**src/rtl/ysyx_22050078_wb_queue.sv**
```systemverilog
// Writeback queue: buffers (rd, data) results and drains one per cycle onto the
// register file write port, with youngest-match forwarding for rs1/rs2.
module ysyx_22050078_wb_queue #(
   parameter int ADDR_WIDTH = 5,
   parameter int DATA_WIDTH = 64,
   parameter int DEPTH      = 4
) (
   input  logic                         clk,
   input  logic                         rst_n,
   input  logic                         in_valid,
   output logic                         in_ready,
   input  logic [ADDR_WIDTH-1:0]        in_addr,
   input  logic [DATA_WIDTH-1:0]        in_data,
   input  logic                         wb_stall,
   output logic                         w_en,
   output logic [ADDR_WIDTH-1:0]        wr_addr,
   output logic [DATA_WIDTH-1:0]        wr_data,
   input  logic [ADDR_WIDTH-1:0]        rs1_addr,
   input  logic [ADDR_WIDTH-1:0]        rs2_addr,
   output logic                         fwd1_hit,
   output logic [DATA_WIDTH-1:0]        fwd1_data,
   output logic                         fwd2_hit,
   output logic [DATA_WIDTH-1:0]        fwd2_data,
   output logic [$clog2(DEPTH+1)-1:0]   count
);

   localparam int PW = $clog2(DEPTH);
   localparam int CW = $clog2(DEPTH+1);
   localparam logic [CW-1:0] FULL = CW'(DEPTH);

   logic [ADDR_WIDTH-1:0] addr_q [DEPTH];
   logic [DATA_WIDTH-1:0] data_q [DEPTH];
   logic [PW-1:0]         head;
   logic [PW-1:0]         tail;
   logic                  push;
   logic                  store;
   logic                  pop;
   logic                  not_empty;

   assign not_empty = (count != '0);
   assign in_ready  = (count != FULL);
   assign push      = in_valid & in_ready;
   // Writes to x0 complete the handshake but never occupy an entry.
   assign store     = push & (in_addr != '0);
   assign w_en      = not_empty & ~wb_stall;
   assign pop       = w_en;
   assign wr_addr   = not_empty ? addr_q[head] : '0;
   assign wr_data   = not_empty ? data_q[head] : '0;

   always_ff @(posedge clk or negedge rst_n) begin
      if (!rst_n) begin
         head  <= '0;
         tail  <= '0;
         count <= '0;
      end else begin
         if (store) tail <= tail + PW'(1);
         if (pop)   head <= head + PW'(1);
         case ({store, pop})
            2'b10:   count <= count + CW'(1);
            2'b01:   count <= count - CW'(1);
            default: count <= count;
         endcase
      end
   end

   always_ff @(posedge clk) begin
      if (store) begin
         addr_q[tail] <= in_addr;
         data_q[tail] <= in_data;
      end
   end

   // Scan oldest to youngest so the last match (youngest) wins.
   always_comb begin
      logic [PW-1:0] idx;
      idx       = '0;
      fwd1_hit  = 1'b0;
      fwd1_data = '0;
      fwd2_hit  = 1'b0;
      fwd2_data = '0;
      for (int unsigned i = 0; i < DEPTH; i++) begin
         idx = head + PW'(i);
         if (CW'(i) < count) begin
            if ((rs1_addr != '0) && (addr_q[idx] == rs1_addr)) begin
               fwd1_hit  = 1'b1;
               fwd1_data = data_q[idx];
            end
            if ((rs2_addr != '0) && (addr_q[idx] == rs2_addr)) begin
               fwd2_hit  = 1'b1;
               fwd2_data = data_q[idx];
            end
         end
      end
   end

endmodule

```
**config.mk**
```make
export PLATFORM = sky130hd
export DESIGN_NAME = ysyx_22050078_wb_queue
export DESIGN_NICKNAME = d
export VERILOG_FILES = /design/src/rtl/ysyx_22050078_wb_queue.sv
export SDC_FILE = /design/constraint.sdc
export NUM_CORES = 1
export LEC_CHECK = 0
export CAP_MARGIN = 20
export CELL_PAD_IN_SITES_DETAIL_PLACEMENT = 0
export CELL_PAD_IN_SITES_GLOBAL_PLACEMENT = 2
export CORE_AREA = 10 10 239 241
export CTS_CLUSTER_SIZE = 8
export DETAILED_ROUTE_END_ITERATION = 8
export DIE_AREA = 0 0 249 251
export HOLD_SLACK_MARGIN = 0.1
export PLACE_DENSITY_LB_ADDON = 0.05
export SLEW_MARGIN = 20
export SYNTH_ARGS = -nofsm -noshare
export SYNTH_HDL_FRONTEND = slang
export SYNTH_SLANG_ARGS = --single-unit
```
**constraint.sdc**
```tcl
create_clock -name clk -period 11.99 [get_ports clk]
set_input_delay 3.597 -clock clk [delete_from_list [all_inputs] [get_ports clk]]
set_output_delay 3.597 -clock clk [all_outputs]
set_load 0.01 [all_outputs]
```
==> impl_metrics.csv <==
group,metric,value,unit
global_route,grt-busiest-layer,"met2",
synth,ys_seq_area_share,42.0,%
timing,min_period,10.79,ns
timing,slew_violations,0,
cts,clk_pin_slew,0.05,ns
worst_setup_path,cp.arrival,7.20,ns
synth,synthTopCellsByArea,"edfxtp_1 (41%), mux2i_1 (12%), mux2_2 (6.9%), o221ai_2 (4.5%), o21ai_0 (3.1%)",
cts,cts_setup_buffers,0,
cts,ctsResizeCount,0,
die,ioPinCount,287,
timing,maxSlewHeadroom,25.8,%
worst_setup_path,critical_path_depth,8,
synth,synth_top_area_share,41.2,%
timing,finalHoldViolCount,0,
place,numPortBuffers,286,
global_route,grt_usage,21.6,%
timing,skew,0.0129,ns
global_route,grt_use_met3,3.46,%
synth,syn_avg_cell_area,10.6,µm²
routing,ant_nets,0,
die,die_w,249,µm
synth,yosysMostFrequentCell,"edfxtp_1",
worst_setup_path,path_cells,"clkdlybuf4s50_1, nor4_1, and2_1, or4b_4, buf_12, o221ai_2, a22o_1, clkdlybuf4s50_1",
global_route,antenna_found_initial,4,
run_status,status,"complete, no violations",
synth,synth_edf_count,276,
synth,yosysWarnings,0,
die,start_util,38.6,%
routing,vias_per_cell,5.84,
synth,synthArstFlopShare,2.47,%
cts,clk_latency,0.56,ns
worst_setup_path,end_kind,"output pin",
synth,synth_common_cells,"edfxtp_1 (276), mux2i_1 (246), nor2_1 (141), nand2_1 (135)",
synth,yosys.area.top_type,"edfxtp_1",
timing,grt_setup_unrepaired,"false",
global_route,grt_start_max_net_pins,162,
worst_hold_path,hp-class,"flip-flop to flip-flop",
pwr,power.density,275,nW/µm²
worst_setup_path,critPathMaxStageDelay,0.85,ns
pwr,p_total,0.00677,W
timing,max_freq,92.6,MHz
worst_setup_path,crit_top_cell,"clkdlybuf4s50_1",
pwr,peakVddDrop,0.168,mV
routing,drtPass1Iterations,5,
global_route,met1_usage,27.8,%
die,dieArea,62500,µm²
cts,cts_made_buffers,41,
run,drv_cap,0,
place,gp_congestion,0.798,
cts,clk_path_buf_depth,3,
cells_and_area,layout-drive-gt1-share,15.5,%
die,die_h,251,µm
cells_and_area,layout.nets,2183,
synth,synth.distinct_cells,54,
worst_setup_path,reg2regPathDepth,7,
worst_hold_path,min_delay_path_depth,2,
cts,cts_tree,"built",
worst_setup_path,slowest_stage,"or4b_4",
worst_setup_path,critPathKind,"input pin to output pin",
worst_setup_path,start_kind,"input pin",
routing,drtIter0Drc,1156,
timing,worstMarginPinSlew,1.11,ns
routing,wl,70800,µm
worst_setup_path,crit_buf_inv,3,
synth,syn_nets,1998,
synth,synthFlopType,"edfxtp_1",
routing,vias,16300,
global_route,grt_pass1_wl,105000,µm
worst_setup_path,crit_fanout,49,
global_route,grt_pass1_vias,16200,
die,rows,84,
cts,cts_root_buf,"clkbuf_16",
pwr,static-leakage-power,9.04,nW
timing,fin_crit_sh,90.0,%
timing,finalSetupViolations,0,
routing,drt-wirelength-per-cell,25.3,µm
die,core,52200,µm²
cts,h-tree-depth,2,
global_route,grt-ovfl-total,0,
synth,ys_seq_elements,283,
timing,setup-tns-final,0,ns
routing,post-route-drc-count,0,
synth,syn_area,20100,µm²
cts,cts_hold_buf,0,
global_route,grt.met2_usage,36.9,%
cells_and_area,syn2layout_area_growth,22.4,%
place,dpl.hpwl,45700,µm
synth,synthCells,1906,
worst_setup_path,required,8.39,ns
cts,clkSinkCount,283,
worst_setup_path,crit_family,"simple AND/OR/NAND/NOR gates",
==> worst paths after layout <==
| kind | startpoint | end | slack (ns) |
|---|---|---|---|
| worst max-delay path | rs2_addr[2] | fwd2_data[1] | 1.20 |
| worst min-delay path | count[1] | count[1] | 0.64 |
| worst max register to register | count[0] | data_q[1][2] | 8.57 |
| worst min register to register | count[1] | count[1] | 0.64 |
| max in group asynchronous | rst_n | head[0] | 8.37 |
| min in group asynchronous | rst_n | count[1] | 3.33 |
==> state kept, by name, indices dropped and copies added, names as in the netlist <==
register	cells
tail	2
addr_q	20
head	2
count	3
data_q	256
==> cell families (layout without fill, tap and decap cells) <==
logic type               Yosys count  after routing  synth area share (%)
AO/OA/AOI/OAI                    462            462                  17.3
XOR/XNOR                          43             43                  2.02
adder cells (fa/ha/maj)            9              9                 0.559
buffers and inverters            260            456                  5.68
AND/OR/NAND/NOR                  455            455                  10.5
other                              0              2                     0
flip-flops                       283            283                  42.0
multiplexers                     394            394                  21.9
==> metal layers <==
layer,share of wire (%),up-vias
met4,2.4,4
met3,5.4,93
li1,-,7620
met5,0.028,-
met2,48,551
met1,44,8051
==> layout make-up <==
cell class	instances	area (µm²)
Multi-Input combinational cell	1363	10600
Tap cell	688	861
Antenna cell	2	5.00
Clock buffer	53	1120
Sequential cell	283	8470
Timing Repair Buffer	331	3300
Fill cell	4809	27600
Inverter	71	279
Clock inverter	1	8.76
==> metrics by stage <==
stage               area (µm²)  worst slack (ns)  instances  util, %  hold WS [ns]
detailed placement       23500              1.26       2736     45.0         0.628
global placement         23500              1.30       2736     45.0         0.624
floorplan                20100              2.85       1906        -         0.580
global route             24600             0.981       2792     47.2         0.684
finish                   24600              1.20       2792     47.2         0.643
CTS                      24600              1.24       2790     47.2         0.635
==> power by group <==
part	total (W)	internal [W]	leakage, nW	switching (W)
Combinational	0.00428	0.00182	5.88	0.00247
Clock	0.00106	0.000643	0.552	0.000420
Sequential	0.00142	0.00131	2.61	0.000115
Total	0.00677	0.00377	9.04	0.00300
==> placed cells by master, fill, tap and decap left out, types with 13 or more instances in the layout <==
cell type	netlist	routed
a211oi_1	61	61
a21oi_1	73	73
a22o_1	61	61
a31oi_1	63	63
and3_1	61	61
buf_4	7	36
clkbuf_16	0	43
clkdlybuf4s50_1	0	286
edfxtp_1	276	276
inv_1	70	70
mux2_2	124	124
mux2i_1	246	246
mux4_2	20	20
nand2_1	135	134
nor2_1	141	140
nor2b_1	14	13
nor3_1	73	73
o21ai_0	124	124
o221ai_2	60	60
xnor2_1	33	33
==> worst reg2reg max path, stage by stage, from the launching register on <==
cell and delay, ns:
dfrtp_1 0.52, inv_1 0.11, ha_1 0.24, nand2_1 0.09
nand2_1 0.06, a21oi_1 0.56, and2_4 0.67, buf_4 0.76
(Power assumes the default switching activity.)
==> patch 1, RTL diff (same settings) <==
Set the parameter `DATA_WIDTH` to 96 (it was 64).
--- a/src/rtl/ysyx_22050078_wb_queue.sv
+++ b/src/rtl/ysyx_22050078_wb_queue.sv
@@ -3,5 +3,5 @@
 module ysyx_22050078_wb_queue #(
    parameter int ADDR_WIDTH = 5,
-   parameter int DATA_WIDTH = 64,
+   parameter int DATA_WIDTH = 96,
    parameter int DEPTH      = 4
 ) (
Ports: changed (resized fwd1_data, fwd2_data, in_data and wr_data); port bits go from 287 to 415. No check against the original RTL was run, so the function may have changed too.
==> patch 1 against the unedited design <==
- the flow now stops in global placement
- area after synthesis grew 42%
==> patch 1: results (changes against the unedited design) <==
| Metric | Value |
|---|---|
| Yosys reg bits | 411 (was 283) |
| Outcome | stopped before the end (was finished, final reports clean) |
| IO Port Bufs | 414 (was 286) |
| Mapped Cells | 2,776 (was 1,906) |
| Post-synth EDFFs | 404 (was 276) |
| Synth top cells by count | edfxtp_1, mux2i_1, nor2_1 (unchanged) |
| Err | [ERROR FLW-0024] Place density exceeds 1.0 (current PLACE_DENSITY_LB_ADDON =  0.05). Please check if the value of  PLACE_DENSITY_LB_ADDON is between 0 and 0.99. |
| Distinct cells, synth | 54 (unchanged) |
| Net Count, Synth | 2,900 (was 1,998) |
| Asr flop ratio synth | 1.703% (was 2.473%) |
| Post-synthesis sequential area ratio | 43.06% (was 42.03%) |
| Ys Warns | 0 (unchanged) |
| Halt Stage | global placement |
| Top cells by area, synth | edfxtp_1, mux2i_1, mux2_2 (unchanged) |
[patch 1: kinds of logic after synthesis]
group	share of synthesized area (%)
compound gates	16.82
simple gates	10.71
mux	22.06
flops	43.06
buf+inv	5.635
xor+xnor	1.318
fa+ha+maj	0.3941
==> patch 2, RTL diff (same flow settings) <==
Made on the original files. Register the output `count` once more, cleared by the reset; this adds one clock of latency there. The other outputs are not delayed to match.
--- a/src/rtl/ysyx_22050078_wb_queue.sv
+++ b/src/rtl/ysyx_22050078_wb_queue.sv
@@ -29,4 +29,6 @@
    localparam logic [CW-1:0] FULL = CW'(DEPTH);
 
+   logic [$clog2(DEPTH+1)-1:0] count_s0;
+
    logic [ADDR_WIDTH-1:0] addr_q [DEPTH];
    logic [DATA_WIDTH-1:0] data_q [DEPTH];
@@ -38,6 +40,6 @@
    logic                  not_empty;
 
-   assign not_empty = (count != '0);
-   assign in_ready  = (count != FULL);
+   assign not_empty = (count_s0 != '0);
+   assign in_ready  = (count_s0 != FULL);
    assign push      = in_valid & in_ready;
    // Writes to x0 complete the handshake but never occupy an entry.
@@ -52,12 +54,12 @@
          head  <= '0;
          tail  <= '0;
-         count <= '0;
+         count_s0 <= '0;
       end else begin
          if (store) tail <= tail + PW'(1);
          if (pop)   head <= head + PW'(1);
          case ({store, pop})
-            2'b10:   count <= count + CW'(1);
-            2'b01:   count <= count - CW'(1);
-            default: count <= count;
+            2'b10:   count_s0 <= count_s0 + CW'(1);
+            2'b01:   count_s0 <= count_s0 - CW'(1);
+            default: count_s0 <= count_s0;
          endcase
       end
@@ -81,5 +83,5 @@
       for (int unsigned i = 0; i < DEPTH; i++) begin
          idx = head + PW'(i);
-         if (CW'(i) < count) begin
+         if (CW'(i) < count_s0) begin
             if ((rs1_addr != '0) && (addr_q[idx] == rs1_addr)) begin
                fwd1_hit  = 1'b1;
@@ -94,4 +96,12 @@
    end
 
+   always_ff @(posedge clk or negedge rst_n) begin
+      if (!rst_n) begin
+         count <= '0;
+      end else begin
+         count <= count_s0;
+      end
+   end
+
 endmodule
 
Formal check against the unedited RTL: not equivalent (a bounded check fails within 4 cycles, from zero or initial values and one cycle with rst_n low).
==> patch 2 against the unedited design <==
- non-clock buffer count grew 2
- routed wire length increased by 9.7%
- maximum frequency is 1.8% lower
- synthesized cell count up 6.0%
- critical path depth up 2
- area after synthesis is 3.0% higher
- cell area grew 2.3%
- setup slack got worse by 0.19 ns
- sequential share of layout area fell by 0.47 points
- first-iteration DRC count grew 31%
- die area is the same
- clock skew is 0.012 ns higher
- sequential cell count up 3
- total power increased by 6.6%
- largest power group unchanged
- highest routed layer unchanged
==> patch 2: results (changes against the unedited design) <==
| Metric | Value |
|---|---|
| Outcome | finished, final reports clean (unchanged) |
| DRT met1 WL | 32,860 µm (was 31,030 µm) |
| Total Routing Usage GR | 23.73% (was 21.65%) |
| Share of cells above drive strength 1 | 12.13% (was 15.51%) |
| Global routing usage on met2 | 39.89% (was 36.94%) |
| Cells on worst reg2reg path | 9 (was 7) |
| Net Count, Synth | 2,112 (was 1,998) |
| GR Layer Usage met3 | 4.804% (was 3.456%) |
| R2R Path End | count_s0[2] (was data_q[1][2]) |
| Worst VDD drop | 0.2618 mV (was 0.1676 mV) |
| First-pass GRT wire length | 115,400 µm (was 105,100 µm) |
| Placed instance area | 24,040 µm² (was 23,500 µm²) |
| Reg-to-reg slack, setup | 8.75 ns (was 8.57 ns) |
| Registers with the most flip-flops | data_q x256, addr_q x20 (was data_q x256, addr_q x20, count x3) |
| NumNets Final | 2,272 (was 2,183) |
| Top cells by area, synth | edfxtp_1, mux2i_1, mux2_2 (unchanged) |
| Worst slew margin | 25.28% (was 25.77%) |
| Initial antenna violation count | 5 (was 4) |
| Wire length on met3 | 5706 µm (was 3853 µm) |
| Largest stage delay on the critical path | 0.71 ns (was 0.85 ns) |
| Worst hold slack | 0.5156 ns (was 0.6428 ns) |
| Worst path slowest cell | clkdlybuf4s50_1 (was or4b_4) |
| Routed len/inst | 26.93 µm (was 25.34 µm) |
| Worst Hold Path EP | count[1] (unchanged) |
| Drt initial violations | 1,509 (was 1,156) |
| Vias in the first global route | 17.81k (was 16.25k) |
| Via count | 17.78k (was 16.32k) |
| Asr flop ratio synth | 3.497% (was 2.473%) |
| Worst Clk Skew | 0.02497 ns (was 0.01285 ns) |
| Gp weighted congestion | 0.8112 (was 0.7984) |
| Leakage | 8.977 nW (was 9.038 nW) |
| Pwr dens | 286.4 nW/µm² (was 274.7 nW/µm²) |
| Post-synthesis sequential area ratio | 41.15% (was 42.03%) |
| GR Util met1 | 30.48% (was 27.78%) |
[patch 2: worst max-delay path by stage]
stage | start | end | slack (ns) | depth (start not counted)
CTS | rs2_addr[2] | fwd2_data[30] | 0.91 | 9
detailed placement | rs2_addr[2] | fwd2_data[30] | 0.90 | 9
global placement | rs2_addr[2] | fwd2_data[30] | 1.06 | 9
floorplan | rs2_addr[1] | fwd2_data[56] | 2.67 | 9
finish | rs2_addr[2] | fwd2_data[30] | 1.00 | 10
global route | rs2_addr[2] | fwd2_data[30] | 0.74 | 10
[patch 2: per-stage QoR]
stage               std cells  total power, mW
global route             2882            7.641
CTS                      2880            7.235
finish                   2882            7.220
global placement         2823            6.118
detailed placement       2823            6.139
floorplan                2020            4.289
[patch 2: layout make-up]
cell class | instances | area share [%]
Tap cell | 688 | 3.414
Inverter | 9 | 0.1638
Timing Repair Buffer | 333 | 13.13
Multi-Input combinational cell | 1508 | 44.85
Antenna cell | 1 | 0.009926
Sequential cell | 286 | 33.90
Clock inverter | 1 | 0.03474
Clock buffer | 56 | 4.501
[patch 2: cells by family (layout without fill, tap and decap cells)]
kind of cell	Yosys count	after routing	share of synthesized area [%]
DFF	286	286	41.15
xor gates and xnor gates	45	45	1.936
muxes	405	405	21.55
and+or+nand+nor	578	578	14.69
other	0	1	0
buffers and inverters	226	399	4.896
adders and majority gates	9	9	0.5427
AOI/OAI and AO/OA	471	471	15.24
[patch 2: power by group]
group          total (mW)  internal [mW]  switching, mW
Sequential           1.46           1.32          0.132
Clock                1.06          0.647          0.418
Combinational        4.70           1.94           2.76
Total                7.22           3.91           3.31
